File: src/rtl/mem_access_ctrl_pkg.sv
// Shared types for the MEM-stage access sequencer: load/store width codes,
// FSM state encoding and the alignment rule.
package mem_access_ctrl_pkg;

    localparam logic [2:0] SL_WORD      = 3'd0;
    localparam logic [2:0] SL_HALF      = 3'd1;
    localparam logic [2:0] SL_BYTE      = 3'd2;
    localparam logic [2:0] SL_HALFU     = 3'd3;
    localparam logic [2:0] SL_BYTEU     = 3'd4;
    localparam logic [2:0] SL_WORDLEFT  = 3'd5;
    localparam logic [2:0] SL_WORDRIGHT = 3'd6;

    typedef enum logic [1:0] {
        MAS_IDLE  = 2'd0,
        MAS_REQ   = 2'd1,
        MAS_DONE  = 2'd2,
        MAS_DRAIN = 2'd3
    } mas_state_t;

    // Byte, swl/swr and lwl/lwr style accesses can never fault.
    function automatic logic is_aligned(input logic [1:0] a, input logic [2:0] ctrl);
        case (ctrl)
            SL_WORD:           return a == 2'b00;
            SL_HALF, SL_HALFU: return !a[0];
            default:           return 1'b1;
        endcase
    endfunction

endpackage

File: src/rtl/mem_access_ctrl_store_align.sv
// Combinational store lane steering: byte enables and shifted data for
// sw/sh/sb/swl/swr on a little-endian 32-bit bus.
module store_align
    import mem_access_ctrl_pkg::*;
(
    input  logic [1:0]  a,
    input  logic [2:0]  ctrl,
    input  logic [31:0] wdata,
    output logic [3:0]  be,
    output logic [31:0] data
);

    always_comb begin
        be   = 4'b0000;
        data = wdata;
        case (ctrl)
            SL_WORD: begin
                be   = 4'b1111;
                data = wdata;
            end
            SL_HALF, SL_HALFU: begin
                be   = 4'b0011 << {a[1], 1'b0};
                data = wdata << {a[1], 4'b0000};
            end
            SL_BYTE, SL_BYTEU: begin
                be   = 4'b0001 << a;
                data = wdata << {a, 3'b000};
            end
            // swl writes the upper bytes of the register into the low lanes
            SL_WORDLEFT: begin
                be   = 4'b1111 >> (2'd3 - a);
                data = wdata >> {~a, 3'b000};
            end
            SL_WORDRIGHT: begin
                be   = 4'b1111 << a;
                data = wdata << {a, 3'b000};
            end
            default: begin
                be   = 4'b0000;
                data = wdata;
            end
        endcase
    end

endmodule

File: config.mk
export PLATFORM = sky130hd
export DESIGN_NAME = store_align
export DESIGN_NICKNAME = d
export VERILOG_FILES = /design/src/rtl/mem_access_ctrl_pkg.sv /design/src/rtl/mem_access_ctrl_store_align.sv
export SDC_FILE = /design/constraint.sdc
export NUM_CORES = 1
export LEC_CHECK = 0
export CORE_ASPECT_RATIO = 1.2
export CORE_MARGIN = 10
export CORE_UTILIZATION = 45
export DETAILED_ROUTE_END_ITERATION = 10
export DONT_BUFFER_PORTS = 1
export PLACE_DENSITY = 0.64
export SETUP_SLACK_MARGIN = 0.02
export SYNTH_ARGS = -nofsm -noshare
export SYNTH_HDL_FRONTEND = slang
export SYNTH_SLANG_ARGS = --single-unit
File: constraint.sdc
create_clock -name vclk -period 2.5
set_input_delay 0.5 -clock vclk [all_inputs]
set_output_delay 0.5 -clock vclk [all_outputs]
set_load 0.1 [all_outputs]
==> reports/results.tsv <==
metric	value	unit
status	finished, final reports clean	
fin_crit_sh	94.2	%
dp_hpwl	4710	um
setup_viol	0	
core_area	3030	um^2
grt_use_total	19.6	%
finalHoldViolations	0	
maxCapViolCount	0	
cts_resized	0	
synth_largest_area_cell	mux2i_1	
slew_headroom	49.2	%
postCtsHoldBufs	0	
drt_first_iter_violations	221	
cp_data_required_time	2000	ps
seq_area_frac_synth	0	%
drive_above_1_share	42.5	%
path_class	primary input to output port	
dieArea	5740	um^2
diodes	0	
die_height	81.0	um
powerDensity	472	nW/um^2
initial_utilization	46.1	%
fmax	425	MHz
antenna_found_initial	0	
hold_class	primary input to output port	
setup_tns	0	ps
yosysTopAreaCellShare	8.61	%
final_util	72.5	%
num_rows	22	
finalMaxSlewViolations	0	
wl	6140	um
nets	253	
power.leakage	0.828	nW
viasPerCell	7.74	
io_pins	73	
firstDrtPassIters	5	
register_area	0	um^2
n_clock_buffer	0	
portBuffers	0	
period_needed	2350	ps
grt_max_degree	39	
crit_fanout	18	
wl_per_cell	24.5	um
grt_pass1_wl	9740	um
cp.arrival	1850	ps
final_area	2190	um^2
syn-num-nets	231	
ys_types	44	
drc	0	
via_count	1934	
gp_congestion	0.944	
grt_pass1_vias	1861	
final_antenna_net_count	0	
whs	1260	ps
syn_area	1400	um^2
cp-end-kind	output port	
postSynthCellCount	194	
worstMarginPinSlew	760	ps
final_common_cell	buf_12	
fp.dieW	70.8	um
placedInstanceArea	2190	um^2
ys_warn_count	0	
seq_cell_count	0	
overflow	0	
postCtsSetupBuffers	0	
synth.area.top_cells	mux2i_1, mux4_2, a221o_1	
ir_worst_vdd	0.000349	V
postSynthAreaPerCell	7.19	um^2
syn2layout_area_growth	57.3	%
rsz0062_at_grt	no	
mostFrequentLayoutCells	buf_12, a22oi_1, a21oi_1, mux2i_1	
start_kind	primary input	
==> per-stage QoR <==
step | setup WS, ps | power (mW) | std cells
after floorplan | -404 | 0.765 | 194
after global placement | 202 | 1.03 | 250
after detailed placement | 172 | 1.04 | 250
after CTS | 170 | 1.04 | 250
after global routing | 140 | 1.07 | 250
final | 146 | 1.04 | 250
==> report_power, final <==
group	internal [mW]	switching [mW]	total, mW	leakage [nW]
clock network	0	0	0	0
registers	0	0	0	0
logic	0.356	0.680	1.04	0.828
total	0.356	0.680	1.04	0.828
==> logic make-up after synthesis <==
family,after synthesis,synth area share [%]
AO/OA/AOI/OAI,98,50.8
buffers and inverters,21,8.61
multiplexers,20,19.1
AND/OR/NAND/NOR,55,21.5
==> synth_stat cells (2+ instances only) <==
cell / n
mux2_2: 2
a22o_1: 10
o32ai_1: 2
buf_4: 3
nand2b_1: 5
mux2i_1: 12
a221o_1: 11
a21o_1: 2
a21oi_1: 17
a32o_1: 3
a41oi_1: 2
buf_1: 2
a22oi_1: 13
clkbuf_1: 6
or3_1: 2
o21ai_0: 10
a2bb2oi_1: 5
o21ai_1: 14
buf_6: 3
or2_2: 2
nand3_1: 11
nor2b_1: 4
buf_2: 6
o21a_1: 3
and2_1: 5
nand2_1: 7
mux4_2: 5
nor2_1: 11
==> path summary, 6_finish.rpt <==
path	slack, ps	to	cells past startpoint	start
hold / removal	1260	be[1]	2	ctrl[1]
setup / recovery	150	data[31]	4	ctrl[2]
==> final cells by class <==
class | instances | area, um^2
fill | 248 | 833
inverter | 1 | 3.75
tap | 36 | 45.0
multi-input combinational | 173 | 1480
timing repair buffer | 40 | 671
==> worst max-delay path, cell delays in order <==
cell and delay [ps]:
or3_1 490, nand3_2 240, a21oi_1 70, a221o_2 540
==> layer usage <==
layer,global-route usage [%],vias up,routed length (um)
li1,-,827,-
met1,21.8,922,2110
met2,35.4,155,3030
met3,6.59,30,821
met4,4.07,0,177
met5,0,-,0
Power figures use the tool's default switching activity.
